**src/rtl/ahb3lite_sram_bridge_pkg.sv**
```systemverilog
// Shared definitions for the AHB3-Lite to single-port SRAM bridge:
// AHB encodings for HTRANS/HSIZE/HRESP and the bridge state type.
package ahb3lite_sram_bridge_pkg;

    localparam logic [1:0] HTRANS_IDLE   = 2'b00;
    localparam logic [1:0] HTRANS_BUSY   = 2'b01;
    localparam logic [1:0] HTRANS_NONSEQ = 2'b10;
    localparam logic [1:0] HTRANS_SEQ    = 2'b11;

    localparam logic [2:0] HSIZE_BYTE  = 3'b000;
    localparam logic [2:0] HSIZE_HWORD = 3'b001;
    localparam logic [2:0] HSIZE_WORD  = 3'b010;

    localparam logic HRESP_OKAY  = 1'b0;
    localparam logic HRESP_ERROR = 1'b1;

    typedef enum logic [2:0] {
        ST_IDLE,
        ST_WR,
        ST_RD,
        ST_RD_STALL,
        ST_ERR1,
        ST_ERR2
    } bridge_state_t;

endpackage

```
**src/rtl/ahb3lite_sram_bridge_if.sv**
```systemverilog
// AHB3-Lite bus signal bundle.
// slave modport : used by the bridge (address/control/write data in,
//                 HRDATA/HREADYOUT/HRESP out).
// master modport: used by whatever drives the bus.
interface ahb3lite_sram_bridge_if #(
    parameter int PLEN = 32,
    parameter int XLEN = 32
);
    logic            HSEL;
    logic [PLEN-1:0] HADDR;
    logic [XLEN-1:0] HWDATA;
    logic [XLEN-1:0] HRDATA;
    logic            HWRITE;
    logic [2:0]      HSIZE;
    logic [2:0]      HBURST;
    logic [3:0]      HPROT;
    logic [1:0]      HTRANS;
    logic            HMASTLOCK;
    logic            HREADY;
    logic            HREADYOUT;
    logic            HRESP;

    modport slave (
        input  HSEL, HADDR, HWDATA, HWRITE, HSIZE, HBURST, HPROT, HTRANS,
               HMASTLOCK, HREADY,
        output HRDATA, HREADYOUT, HRESP
    );

    modport master (
        output HSEL, HADDR, HWDATA, HWRITE, HSIZE, HBURST, HPROT, HTRANS,
               HMASTLOCK, HREADY,
        input  HRDATA, HREADYOUT, HRESP
    );
endinterface

```
**src/rtl/ahb3lite_sram_bytesel.sv**
```systemverilog
// Byte-lane decode for a 32-bit AHB slave.
// Ports: hsize (transfer size), addr_lo (HADDR[1:0]) -> sel (active byte
// lanes), misalign (halfword/word not naturally aligned).
// Sizes above a word produce sel=0; the caller flags those separately.
module ahb3lite_sram_bytesel
    import ahb3lite_sram_bridge_pkg::*;
(
    input  logic [2:0] hsize,
    input  logic [1:0] addr_lo,
    output logic [3:0] sel,
    output logic       misalign
);

    always_comb begin
        sel      = 4'b0000;
        misalign = 1'b0;
        case (hsize)
            HSIZE_BYTE:  sel = 4'b0001 << addr_lo;
            HSIZE_HWORD: begin
                sel      = addr_lo[1] ? 4'b1100 : 4'b0011;
                misalign = addr_lo[0];
            end
            HSIZE_WORD: begin
                sel      = 4'b1111;
                misalign = |addr_lo;
            end
            default: ;
        endcase
    end

endmodule

```
**src/rtl/ahb3lite_sram_bridge.sv**
```systemverilog
// AHB3-Lite slave front-end for a single-port SRAM with 1-cycle read.
// Ports: clk, rst (sync, active-low), ahb (AHB3-Lite slave modport),
// sram_ce/we/oe/waddr/din/sel (SRAM port), sram_dout (SRAM read data).
//
// state       | meaning
// ------------+---------------------------------------------------------
// ST_IDLE     | no data phase in progress
// ST_WR       | write data phase; SRAM written with HWDATA this cycle
// ST_RD       | read data phase; HRDATA returns sram_dout
// ST_RD_STALL | read waiting for the port after a write; read issued now
// ST_ERR1     | first ERROR cycle (HREADYOUT=0)
// ST_ERR2     | second ERROR cycle (HREADYOUT=1)
module ahb3lite_sram_bridge
    import ahb3lite_sram_bridge_pkg::*;
#(
    parameter int MEM_SIZE_BYTE = 32768,
    parameter int PLEN          = 32,
    parameter int XLEN          = 32,
    parameter int WORD_AW       = PLEN - 2
) (
    input  logic                 clk,
    input  logic                 rst,
    ahb3lite_sram_bridge_if.slave ahb,
    output logic                 sram_ce,
    output logic                 sram_we,
    output logic                 sram_oe,
    output logic [WORD_AW-1:0]   sram_waddr,
    output logic [XLEN-1:0]      sram_din,
    output logic [3:0]           sram_sel,
    input  logic [XLEN-1:0]      sram_dout
);

    localparam logic [PLEN-1:0] MEM_LIMIT = PLEN'(MEM_SIZE_BYTE);

    bridge_state_t      state_q, state_d;
    logic [WORD_AW-1:0] waddr_q, waddr_d;
    logic [3:0]         sel_q, sel_d;

    logic [3:0]         lane_sel;
    logic               misalign;
    logic [WORD_AW-1:0] addr_word;
    logic               can_accept;
    logic               accept;
    logic               xfer_err;
    logic               rd_now;
    logic               unused_bus;

    ahb3lite_sram_bytesel u_bytesel (
        .hsize    (ahb.HSIZE),
        .addr_lo  (ahb.HADDR[1:0]),
        .sel      (lane_sel),
        .misalign (misalign)
    );

    assign unused_bus = ^{ahb.HBURST, ahb.HPROT, ahb.HMASTLOCK, ahb.HTRANS[0]};

    assign addr_word  = WORD_AW'(ahb.HADDR[PLEN-1:2]);
    // Only states with HREADYOUT=1 end a data phase, so only they may
    // take a new address phase; rst gating keeps the SRAM quiet in reset.
    assign can_accept = (state_q == ST_IDLE) || (state_q == ST_WR) ||
                        (state_q == ST_RD)   || (state_q == ST_ERR2);
    assign accept     = rst & can_accept & ahb.HSEL & ahb.HREADY & ahb.HTRANS[1];
    assign xfer_err   = (ahb.HSIZE > HSIZE_WORD) || (ahb.HADDR >= MEM_LIMIT) || misalign;
    // A read can use the port in its address phase unless a write data
    // phase owns it this cycle.
    assign rd_now     = accept & ~xfer_err & ~ahb.HWRITE & (state_q != ST_WR);

    always_ff @(posedge clk) begin
        if (!rst) begin
            state_q <= ST_IDLE;
            waddr_q <= '0;
            sel_q   <= '0;
        end else begin
            state_q <= state_d;
            waddr_q <= waddr_d;
            sel_q   <= sel_d;
        end
    end

    always_comb begin
        state_d = state_q;
        waddr_d = waddr_q;
        sel_d   = sel_q;
        case (state_q)
            ST_RD_STALL: state_d = ST_RD;
            ST_ERR1:     state_d = ST_ERR2;
            default: begin
                state_d = ST_IDLE;
                if (accept) begin
                    if (xfer_err) begin
                        state_d = ST_ERR1;
                    end else if (ahb.HWRITE || state_q == ST_WR) begin
                        state_d = ahb.HWRITE ? ST_WR : ST_RD_STALL;
                        waddr_d = addr_word;
                        sel_d   = lane_sel;
                    end else begin
                        state_d = ST_RD;
                    end
                end
            end
        endcase
    end

    always_comb begin
        sram_ce       = 1'b0;
        sram_we       = 1'b0;
        sram_oe       = 1'b0;
        sram_waddr    = '0;
        sram_din      = '0;
        sram_sel      = 4'b0000;
        ahb.HREADYOUT = 1'b1;
        ahb.HRESP     = HRESP_OKAY;
        ahb.HRDATA    = '0;
        case (state_q)
            ST_WR: begin
                sram_ce    = 1'b1;
                sram_we    = 1'b1;
                sram_waddr = waddr_q;
                sram_din   = ahb.HWDATA;
                sram_sel   = sel_q;
            end
            ST_RD: ahb.HRDATA = sram_dout;
            ST_RD_STALL: begin
                sram_ce       = 1'b1;
                sram_oe       = 1'b1;
                sram_waddr    = waddr_q;
                sram_sel      = sel_q;
                ahb.HREADYOUT = 1'b0;
            end
            ST_ERR1: begin
                ahb.HREADYOUT = 1'b0;
                ahb.HRESP     = HRESP_ERROR;
            end
            ST_ERR2: ahb.HRESP = HRESP_ERROR;
            default: ;
        endcase
        if (rd_now) begin
            sram_ce    = 1'b1;
            sram_oe    = 1'b1;
            sram_waddr = addr_word;
            sram_sel   = lane_sel;
        end
    end

endmodule

```
**src/flat_wrapper.sv**
```systemverilog
// flat-port wrapper written by rule: the top's interface ports become plain ports
module ahb3lite_sram_bridge_flat import ahb3lite_sram_bridge_pkg::*;
#(
    parameter int MEM_SIZE_BYTE = 32768,
    parameter int PLEN          = 32,
    parameter int XLEN          = 32,
    parameter int WORD_AW       = PLEN - 2
)
  (clk, rst, sram_ce, sram_we, sram_oe, sram_waddr, sram_din, sram_sel, sram_dout, ahb_HSEL, ahb_HADDR, ahb_HWDATA, ahb_HWRITE, ahb_HSIZE, ahb_HBURST, ahb_HPROT, ahb_HTRANS, ahb_HMASTLOCK, ahb_HREADY, ahb_HRDATA, ahb_HREADYOUT, ahb_HRESP);
  ahb3lite_sram_bridge_if #(.PLEN(PLEN), .XLEN(XLEN)) ahb_i ();
  input  logic clk;
  input  logic rst;
  output logic sram_ce;
  output logic sram_we;
  output logic sram_oe;
  output logic [WORD_AW-1:0] sram_waddr;
  output logic [XLEN-1:0] sram_din;
  output logic [3:0] sram_sel;
  input  logic [XLEN-1:0] sram_dout;
  input wire logic [$bits(ahb_i.HSEL)-1:0] ahb_HSEL;
  input wire logic [$bits(ahb_i.HADDR)-1:0] ahb_HADDR;
  input wire logic [$bits(ahb_i.HWDATA)-1:0] ahb_HWDATA;
  input wire logic [$bits(ahb_i.HWRITE)-1:0] ahb_HWRITE;
  input wire logic [$bits(ahb_i.HSIZE)-1:0] ahb_HSIZE;
  input wire logic [$bits(ahb_i.HBURST)-1:0] ahb_HBURST;
  input wire logic [$bits(ahb_i.HPROT)-1:0] ahb_HPROT;
  input wire logic [$bits(ahb_i.HTRANS)-1:0] ahb_HTRANS;
  input wire logic [$bits(ahb_i.HMASTLOCK)-1:0] ahb_HMASTLOCK;
  input wire logic [$bits(ahb_i.HREADY)-1:0] ahb_HREADY;
  output wire logic [$bits(ahb_i.HRDATA)-1:0] ahb_HRDATA;
  output wire logic [$bits(ahb_i.HREADYOUT)-1:0] ahb_HREADYOUT;
  output wire logic [$bits(ahb_i.HRESP)-1:0] ahb_HRESP;
  assign ahb_i.HSEL = ahb_HSEL;
  assign ahb_i.HADDR = ahb_HADDR;
  assign ahb_i.HWDATA = ahb_HWDATA;
  assign ahb_i.HWRITE = ahb_HWRITE;
  assign ahb_i.HSIZE = ahb_HSIZE;
  assign ahb_i.HBURST = ahb_HBURST;
  assign ahb_i.HPROT = ahb_HPROT;
  assign ahb_i.HTRANS = ahb_HTRANS;
  assign ahb_i.HMASTLOCK = ahb_HMASTLOCK;
  assign ahb_i.HREADY = ahb_HREADY;
  assign ahb_HRDATA = ahb_i.HRDATA;
  assign ahb_HREADYOUT = ahb_i.HREADYOUT;
  assign ahb_HRESP = ahb_i.HRESP;
  ahb3lite_sram_bridge #(.MEM_SIZE_BYTE(MEM_SIZE_BYTE), .PLEN(PLEN), .XLEN(XLEN), .WORD_AW(WORD_AW)) u_core (.clk(clk), .rst(rst), .ahb(ahb_i), .sram_ce(sram_ce), .sram_we(sram_we), .sram_oe(sram_oe), .sram_waddr(sram_waddr), .sram_din(sram_din), .sram_sel(sram_sel), .sram_dout(sram_dout));
endmodule
```
**config.mk**
```make
export PLATFORM = sky130hd
export DESIGN_NAME = ahb3lite_sram_bridge_flat
export DESIGN_NICKNAME = d
export VERILOG_FILES = /design/src/rtl/ahb3lite_sram_bridge_pkg.sv /design/src/rtl/ahb3lite_sram_bridge_if.sv /design/src/rtl/ahb3lite_sram_bytesel.sv /design/src/rtl/ahb3lite_sram_bridge.sv /design/src/flat_wrapper.sv
export SDC_FILE = /design/constraint.sdc
export NUM_CORES = 1
export LEC_CHECK = 0
export ABC_CLOCK_PERIOD_IN_PS = 2600
export CAP_MARGIN = 40
export CORE_AREA = 4 4 82 84
export CTS_CLUSTER_DIAMETER = 150
export CTS_CLUSTER_SIZE = 25
export DETAILED_ROUTE_END_ITERATION = 10
export DIE_AREA = 0 0 86 88
export DONT_BUFFER_PORTS = 1
export GPL_TIMING_DRIVEN = 0
export PLACE_DENSITY = 0.5
export SYNTH_ARGS = -nofsm -noshare
export SYNTH_HDL_FRONTEND = slang
export SYNTH_SLANG_ARGS = --single-unit
export TNS_END_PERCENT = 20
```
**constraint.sdc**
```tcl
create_clock -name clk -period 2.6 [get_ports clk]
set_input_delay 0.26 -clock clk [delete_from_list [all_inputs] [get_ports clk]]
set_output_delay 0.26 -clock clk [all_outputs]
set_load 0.01 [all_outputs]
```
# --- After elaboration in Yosys (flattened, before gate mapping) ---
# Cells that the tools add are included.
totals:
  input_bits: 114
  wordCells: 58
  out_inout_bits: 103
  ff_bits: 37
classes:
  n_bitwise: 10
  mux: 21
  n_shift: 1
  order_cmp: 2
  n_eq_ne: 8
  reduce_logical: 13
op_table:
  columns: ["op", "n"]
  rows:
  - ["$mux 32", 2]
  - ["$mux 30", 2]
  - ["$ge 32x16->1 const B", 1]
  - ["$mux 4", 3]
  - ["$pmux 4 s3", 1]
  - ["$eq 3x2->1 const B", 3]
  - ["$mux 3", 3]
  - ["$reduce_or 2->1", 4]
  - ["$and 1x1->1", 7]
  - ["$mux 1", 7]
  - ["$eq 3x1->1 const B", 2]
  - ["$eq 3x3->1 const B", 2]
  - ["$logic_not 3->1", 2]
  - ["$logic_or 1x1->1", 6]
  - ["$pmux 3 s2", 1]
  - ["$reduce_and 4->1", 1]
  - ["$shl 1x2->4 const A", 1]
  - ["$gt 3x2->1 const B", 1]
  - ["$ne 3x1->1 const B", 1]
  - ["$not 1->1", 3]
  - ["$mux 2", 1]
  - ["$pmux 1 s2", 1]

# --- Depth between registers and ports, before layout ---
# Gate-level depths: netlist (run 1).
depth:
  depth_word: 12
  ltp_mapped: 7
  depth_no_buf: 4

# --- Hierarchy ---
# Synthesis (run 1) repeated with hierarchy kept, for this count alone.
hier_totals:
  hier_cells: 271
  area_unflattened_um2: 2238.4
modules_own_cells:
  columns: ["module", "cells_each", "area_each_um2", "n_inst", "seq_area_each_um2"]
  rows:
  - ["ahb3lite_sram_bridge", 255, 2155.8, 1, 740.7]
  - ["ahb3lite_sram_bytesel", 16, 82.6, 1, 0.0]

# --- Least setup slack after synthesis (run 1) ---
# OpenSTA, ideal clock, no wires.
synth_path:
  kind: "input to output"
  start: "in ahb_HSIZE[1]"
  end: "out sram_waddr[10]"
  path_buffers: 3
  slack_ps: 733
  arrival_time_ps: 1607
  path_stages: 7
  required_ps: 2340
  path_cell_list: "buf_6 or3b_1 o211a_1 and4_1 buf_2 buf_2 a22o_1"
synth_via:
  elab_chain_len: 8
  word_cells_on_any_way: 11
synth_lines:
  columns: ["item", "line", "rtl"]
  rows:
  - ["start, declared", "flat_wrapper.sv:24", "input wire logic [$bits(ahb_i.HSIZE)-1:0] ahb_HSIZE;"]
  - ["$gt 3x2->1, or another cell as far along", "ahb3lite_sram_bridge.sv:63", "assign xfer_err = (ahb.HSIZE > HSIZE_WORD) || (ahb.HADDR >= MEM_LIMIT) || misalign;"]
  - ["$logic_or 1x1->1 / $pmux 1 s2 (equally long branches)", "ahb3lite_sram_bridge.sv:63, ahb3lite_sram_bytesel.sv:17", null]
  - ["$logic_or 1x1->1 *", "ahb3lite_sram_bridge.sv:63", null]
  - ["$not 1->1 *", "ahb3lite_sram_bridge.sv:66", "assign rd_now = accept & ~xfer_err & ~ahb.HWRITE & (state_q != ST_WR);"]
  - ["$and 1x1->1 * (3 in series)", "ahb3lite_sram_bridge.sv:66", null]
  - ["$mux 30 *", "ahb3lite_sram_bridge.sv:137", "if (rd_now) begin"]
  - ["end, declared", "flat_wrapper.sv:16", "output logic [WORD_AW-1:0] sram_waddr;"]
# Every way passes the cells marked *; elsewhere a longest branch is shown, timed or not.

# --- Final worst setup path (run 1) ---
layout_path:
  start: "reg u_core.state_q[2]"
  end: "out sram_waddr[11]"
layout_via:
  elab_chain_len: 12
  word_cells_on_any_way: 19
layout_lines:
  columns: ["item", "line", "rtl"]
  rows:
  - ["start, declared", "ahb3lite_sram_bridge.sv:35", "bridge_state_t state_q, state_d;"]
  - ["start signal, assigned", "ahb3lite_sram_bridge.sv:74", "state_q <= state_d;"]
  - ["$eq 3x1->1 / $logic_not 3->1 (equally long branches)", "ahb3lite_sram_bridge.sv:60, ahb3lite_sram_bridge.sv:114", null]
  - ["$logic_or 1x1->1 (2 in series)", "ahb3lite_sram_bridge.sv:60", "assign can_accept = (state_q == ST_IDLE) || (state_q == ST_WR) ||"]
  - ["$logic_or 1x1->1", "ahb3lite_sram_bridge.sv:61", "(state_q == ST_RD) || (state_q == ST_ERR2);"]
  - ["$and 1x1->1 (4 in series)", "ahb3lite_sram_bridge.sv:62", "assign accept = rst & can_accept & ahb.HSEL & ahb.HREADY & ahb.HTRANS[1];"]
  - ["$and 1x1->1 (3 in series)", "ahb3lite_sram_bridge.sv:66", null]
  - ["$mux 30 *", "ahb3lite_sram_bridge.sv:137", null]
# Marked as above.

==> summary.md, run 1 <==
| Metric | Value |
|---|---|
| Status | completed |
| DRC viols | 0 |
| Worst Path Buf+Inv | 2 |
| Rel. slew slack | 0.631 |
| Pre-Repair DR Iteration Count | 4 |
| Crit-path max FO | 10 |
| CP peak stage delay | 0.45 ns |
| Worst slew pin tran | 0.550 ns |
| Layout Cells excl Fill | 355 |
| Count of cell types in the netlist | 32 |
| Period utilization | 0.927 |
| Die Area | 7570 um2 |
| Maximum number of pins on one net before global-route repair | 14 |
| Synth-to-Final Area Change | 8.71% |
| CTS tree | yes |
| Routed wire length | 7.79 mm |
| Worst-Skew Late Latency | 0.30 ns |
| Most frequent cells in the layout | 81 x and2_1, 37 x dfxtp_1, 34 x nand2_1 |
| Final slew viol count | 0 |
| Vias per cell | 5.43 |
| Core Region | 5920 um2 |
| Drt first-iter violations | 73 |
| Clk sinks | 37 |
| IO Pins | 217 |
| Worst path cell trace | nor2b_1, a211oi_1, and4_1, buf_2, buf_2, a22o_1 |
| Placer Congestion | 0.758 |
| Max clock buf depth | 2 |
| Share of layout cells above drive strength 1 | 0.0538 |
| Syn avg cell area | 8.17 um2 |
| Vias in the first global route | 1768 |
| Skew final | 0.00892 ns |
| Seq cells post-synth | 37 |
| CP top delay family | compound AO/OA/AOI/OAI gates |
| Leak | 0.000969 uW |
| Minimum clock period after layout | 2.41 ns |
| Setup Fix Bufs, Post-CTS | 0 |
| Critical path capture point type | output pin |
| WP data required | 2.34 ns |
| CP Depth | 6 |
| Final Util | 0.406 |
| Grt ovf | 0 |
| Global Route Usage Sum | 0.186 |
| I/O Buffers | 0 |
| Syn. warnings | 0 |
| Final setup TNS | 0 ns |
| Net Count, Synth | 385 |
| WHS Path Cells | 2 |
| Post-DP HPWL | 6.42 mm |
| Final Hold Vio Count | 0 |
| Worst slack, placed | 0.432 ns |
| Inst Count DP | 346 |
| Cts bufs inserted | 5 |
| MaxCap Viol Count | 0 |
| FMAX | 415 MHz |
| Final hold slack | 0.102 ns |
| Mapped Cells | 271 |
| Post-synthesis cell area | 2210 um2 |
| Initial core utilization | 0.374 |
| Slowest library cell on the worst path | a211oi_1 |
| VDD IR max | 0.217 mV |
| DR WL/cell | 21.9 um |
| Setup violations, final | 0 |
| Row count | 28 |
| Sequential-to-total area share from yosys stat | 0.335 |
| Die Y | 88 um |
| Commonest non-fill, non-tap cell in the layout | and2_1 |
| Root Buffer | clkbuf_8 |
| Die extent in x | 86 um |
| Setup WS post-layout | 0.189 ns |
| Fin nets | 392 |
| Worst R2R Path Depth | 5 |
| Startpoint types | flop |
| Most Frequent Cell on Critical Path | buf_2 |
| H-tree depth | 2 |
| Hold Path Class | input pin to flop |
| Final ANT Viol Nets | 0 |
| Crit path kind | flop to output pin |
| Clock-pin slew on the worst setup and hold paths | 0.09 ns |
| Pwr Density | 437 nW/um2 |
| Initial antenna violation count | 0 |
| First-pass GRT wire length | 10.5 mm |
| RSZ-0062 raised after global routing | false |
| Number of vias in the routed layout | 1926 |
| Worst EP arrival | 2.15 ns |
==> synth_stat cells <==
master    count  area (um2)
and2_1       81         507
dfxtp_1      37         741
nand2_1      34         128
and3_1       17         106
clkbuf_1     17        63.8
mux2i_1      17         170
a22o_1       14         123
nor2_1        5        18.8
nor2b_1       5        31.3
o21ai_0       5        25.0
nand3_1       4        20.0
nor4_1        4        25.0
o211ai_1      4        30.0
o21a_1        4        30.0
a21oi_1       2        10.0
and4_1        2        17.5
buf_2         2        10.0
buf_6         2        22.5
nand2b_1      2        12.5
a211oi_1      1        7.51
a21boi_0      1        7.51
a21o_1        1        7.51
a21o_2        1        8.76
and4b_1       1        10.0
buf_12        1        20.0
nand4_1       1        6.26
nand4b_1      1        8.76
nor3b_1       1        7.51
nor3b_2       1        12.5
o211a_1       1        10.0
o21bai_1      1        7.51
or3b_1        1        8.76
==> metrics by stage <==
| step | total power (uW) | instance area, um2 |
|---|---|---|
| 2_1_floorplan | 630 | 2210 |
| 3_3_place_gp | 647 | 2310 |
| 3_5_place_dp | 647 | 2310 |
| 4_1_cts | 1070 | 2400 |
| 5_1_grt | 1090 | 2400 |
| 6_report | 1050 | 2410 |
==> report_power, final <==
part | switching [uW] | leakage, uW | internal (uW)
combinational | 42.8 | 0.000626 | 21.9
clock | 228 | 0.0000445 | 190
sequential | 1.28 | 0.000298 | 567
==> final timing paths <==
check	startpoint	to	slack, ns
max	u_core.state_q[2]	sram_waddr[11]	0.19
min	ahb_HADDR[4]	u_core.waddr_q[2]	0.10
max reg2reg	u_core.state_q[2]	u_core.waddr_q[28]	0.63
min reg2reg	u_core.waddr_q[12]	u_core.waddr_q[12]	0.46
==> final cells by class <==
cell class / instances / area (um2)
well taps: 75 / 93.8
multi-input cells: 212 / 1360
clock inverters: 3 / 21.3
fillers: 600 / 3510
flip-flops and latches: 37 / 741
clock buffers: 5 / 68.8
diodes: 1 / 2.50
plain buffers: 22 / 116
==> cells by family (layout without fill, tap and decap cells) <==
group / Yosys count / count (layout) / share of synthesized area
AO/OA/AOI/OAI: 35 / 35 / 0.120
buffers and inverters: 22 / 30 / 0.0526
flip-flops: 37 / 37 / 0.335
multiplexers: 17 / 17 / 0.0769
other: 0 / 1 / 0
AND/OR/NAND/NOR: 160 / 160 / 0.415
==> what timing repair did <==
item / CTS / global route
hold buffers: 0 / 0
gates resized for setup: 0 / 1
setup endpoints to repair: 0 / 9
==> registers in the layout, summed over array words and instances (netlist names) <==
signal          flops
u_core.sel_q        4
u_core.state_q      3
u_core.waddr_q     30
==> metal layers <==
metal  part of all wire  vias up  track usage  wire [um]
met5                  0        -            0          0
met4             0.0096        0       0.0475         75
met3              0.097        5       0.0687        757
met2               0.48       99        0.286       3730
met1               0.41      896        0.247       3220
li1                   -      926            -          -
==> worst reg2reg max path: stages, from the launching register on <==
cell	delay [ns]
dfxtp_1	0.36
nor2b_1	0.15
a211oi_1	0.45
nand4b_1	0.39
clkbuf_1	0.30
and3_1	0.22
(Power assumes the default switching activity.)
==> run 2: changes to the inputs <==
--- a/config.mk
+++ b/config.mk
@@ -5,16 +5,17 @@
 export SDC_FILE = /design/constraint.sdc
 export NUM_CORES = 1
 export LEC_CHECK = 0
-export ABC_CLOCK_PERIOD_IN_PS = 2600
+export ABC_CLOCK_PERIOD_IN_PS = 3000
 export CAP_MARGIN = 40
-export CORE_AREA = 4 4 82 84
+export CORE_AREA = 4 4 83 85
+export CTS_BUF_LIST = sky130_fd_sc_hd__clkbuf_4 sky130_fd_sc_hd__clkbuf_8
 export CTS_CLUSTER_DIAMETER = 150
 export CTS_CLUSTER_SIZE = 25
 export DETAILED_ROUTE_END_ITERATION = 10
-export DIE_AREA = 0 0 86 88
+export DIE_AREA = 0 0 87 89
 export DONT_BUFFER_PORTS = 1
 export GPL_TIMING_DRIVEN = 0
-export PLACE_DENSITY = 0.5
+export PLACE_DENSITY = 0.49
 export SYNTH_ARGS = -nofsm -noshare
 export SYNTH_HDL_FRONTEND = slang
 export SYNTH_SLANG_ARGS = --single-unit
==> constraint.sdc (replaced) <==
create_clock -name clk -period 3 [get_ports clk]
set_input_delay 0.3 -clock clk [delete_from_list [all_inputs] [get_ports clk]]
set_output_delay 0.3 -clock clk [all_outputs]
set_load 0.01 [all_outputs]
==> summary.md, run 2 (synthesis results as in run 1) <==
| Metric | Value |
|---|---|
| Hold Path Class | input pin to flop |
| Layout fillers | 662 (+10%) |
| Row count | 29 (+3.6%) |
| Setup WS post-layout | 0.618 ns (+0.429 ns) |
| Most frequent cells in the layout | 81 x and2_1, 37 x dfxtp_1, 34 x nand2_1 |
| Largest register FFs | 30 (unchanged) |
| Crit path kind | flop to output pin |
| Fin nets | 392 (unchanged) |
| Most flop-heavy register | u_core.waddr_q |
| Worst R2R Start | u_core.state_q[0] |
| Minimum clock period after layout | 2.38 ns |
| Placer Congestion | 0.752 (-0.91%) |
| WP data required | 2.70 ns (+0.36 ns) |
| Grt ovf | 0 (unchanged) |
| Clk sinks | 37 (unchanged) |
| Min-delay src | ahb_HADDR[9] |
| Vias per cell | 5.41 (-0.35%) |
| Leak | 0.000975 uW (+0.64%) |
| Status | completed |
| Die extent in x | 87 um (+1.2%) |
| Pwr Density | 373 nW/um2 (-15%) |
| MaxCap Viol Count | 0 (unchanged) |
| Final hold slack | 0.150 ns (+0.0479 ns) |
| Pre-Repair DR Iteration Count | 4 (unchanged) |
| Multi-input logic area | 1360 um2 (-0.46%) |
| Post-DP HPWL | 6.58 mm (+2.5%) |
| Final setup TNS | 0 ns (unchanged) |
| Core Region | 6200 um2 (+4.8%) |
| Post-CTS Hold Buffers | 0 (unchanged) |
| Setup Fix Bufs, Post-CTS | 0 (unchanged) |
| Max clock buf depth | 2 (unchanged) |
| Worst EP arrival | 2.08 ns (-0.07 ns) |
| Critical path capture point type | output pin |
| Final Hold Vio Count | 0 (unchanged) |
| Clock-pin slew on the worst setup and hold paths | 0.08 ns (about the same) |
| DRC viols | 0 (unchanged) |
| DR WL/cell | 22.3 um (+1.9%) |
| Maximum number of pins on one net before global-route repair | 12 (-2) |
| Vias in the first global route | 1874 (+6.0%) |
| Synth-to-Final Area Change | 8.37% |
| Area after DPL | 2310 um2 (+0.11%) |
| IO Pins | 217 (unchanged) |
| Crit-path max FO | 10 (unchanged) |
| Die Y | 89 um (+1.1%) |
| Global Route Usage Sum | 0.189 (+0.00254) |
| Skew final | 0.00476 ns (-0.00415 ns) |
| Worst slew pin tran | 0.539 ns (-0.0107 ns) |
| Setup violations, final | 0 (unchanged) |
| Worst slack, placed | 0.885 ns (+0.452 ns) |
| Initial antenna violation count | 2 (+2) |
| Initial core utilization | 0.357 (-0.0171) |
| Leading registers by flop count | u_core.waddr_q (30), u_core.sel_q (4), u_core.state_q (3) |
| Final ANT Viol Nets | 0 (unchanged) |
| Commonest non-fill, non-tap cell in the layout | and2_1 |
| Worst setup startpoint | u_core.state_q[2] |
| Period utilization | 0.794 |
| Number of vias in the routed layout | 1930 (+0.21%) |
| Fin area | 2400 um2 (-0.31%) |
| RSZ-0062 raised after global routing | false |
| Drt first-iter violations | 68 (-6.8%) |
| Startpoint types | flop |
| Rel. slew slack | 0.640 (+0.00855) |
| FMAX | 420 MHz |
| Routed wire length | 7.98 mm (+2.5%) |
| Die Area | 7740 um2 (+2.3%) |
| Register Area | 741 um2 (unchanged) |
| H-tree depth | 2 (unchanged) |
| I/O Buffers | 0 (unchanged) |
| VDD IR max | 0.247 mV (+14%) |
| First-pass GRT wire length | 11.0 mm (+4.5%) |
| Cts bufs inserted | 5 (unchanged) |
| Share of layout cells above drive strength 1 | 0.0538 (unchanged) |
| Worst-Skew Late Latency | 0.29 ns (about the same) |
| Root Buffer | clkbuf_8 |
| Final slew viol count | 0 (unchanged) |
| Resize count post-CTS | 0 (unchanged) |
| CTS tree | yes |
==> run 2: cell count changes in the layout (fill, tap and decap cells not counted), sizes merged <==
cell / before / now
clkbuf: 22 / 23
clkinv: 1 / 2
clkinvlp: 1 / 0
inv: 1 / 0
==> run 2: worst paths after layout <==
kind,slack (ns),endpoint,cells after the start
worst max-delay path,0.62,sram_waddr[6],6
worst min-delay path,0.15,u_core.waddr_q[7],2
worst max register to register,1.06,u_core.waddr_q[28],5
worst min register to register,0.46,u_core.sel_q[1],2
==> run 2: cell type report <==
cell class                 instances  share of cell area
multi-input combinational        212               0.565
sequential                        37               0.309
buffer                            22              0.0485
tap                               77              0.0402
clock buffer                       6              0.0318
clock inverter                     2             0.00417
antenna                            1             0.00104
==> run 2: critical path: stages (launching register included) <==
cell      delay (ns)
dfxtp_1         0.36
nor2b_1         0.14
a211oi_1        0.39
and4_1          0.26
buf_2           0.17
buf_2           0.24
a22o_1          0.23
==> run 2: through the flow <==
step | total power, uW | cells | utilization
final | 894 | 357 | 0.387
after global routing | 929 | 357 | 0.387
after CTS | 903 | 356 | 0.386
after detailed placement | 561 | 348 | 0.372
after global placement | 560 | 348 | 0.372
after floorplan | 546 | 271 | -
==> run 2: power by group <==
part	internal (uW)	switching (uW)
combinational	18.8	36.9
clock	170	175
sequential	491	1.01
==> run 2: routing by layer <==
metal | up-vias | track usage | share of wire
li1 | 933 | - | -
met1 | 872 | 0.227 | 0.39
met2 | 106 | 0.298 | 0.47
met3 | 17 | 0.0783 | 0.10
met4 | 2 | 0.0779 | 0.031
met5 | - | 0 | 0.0016
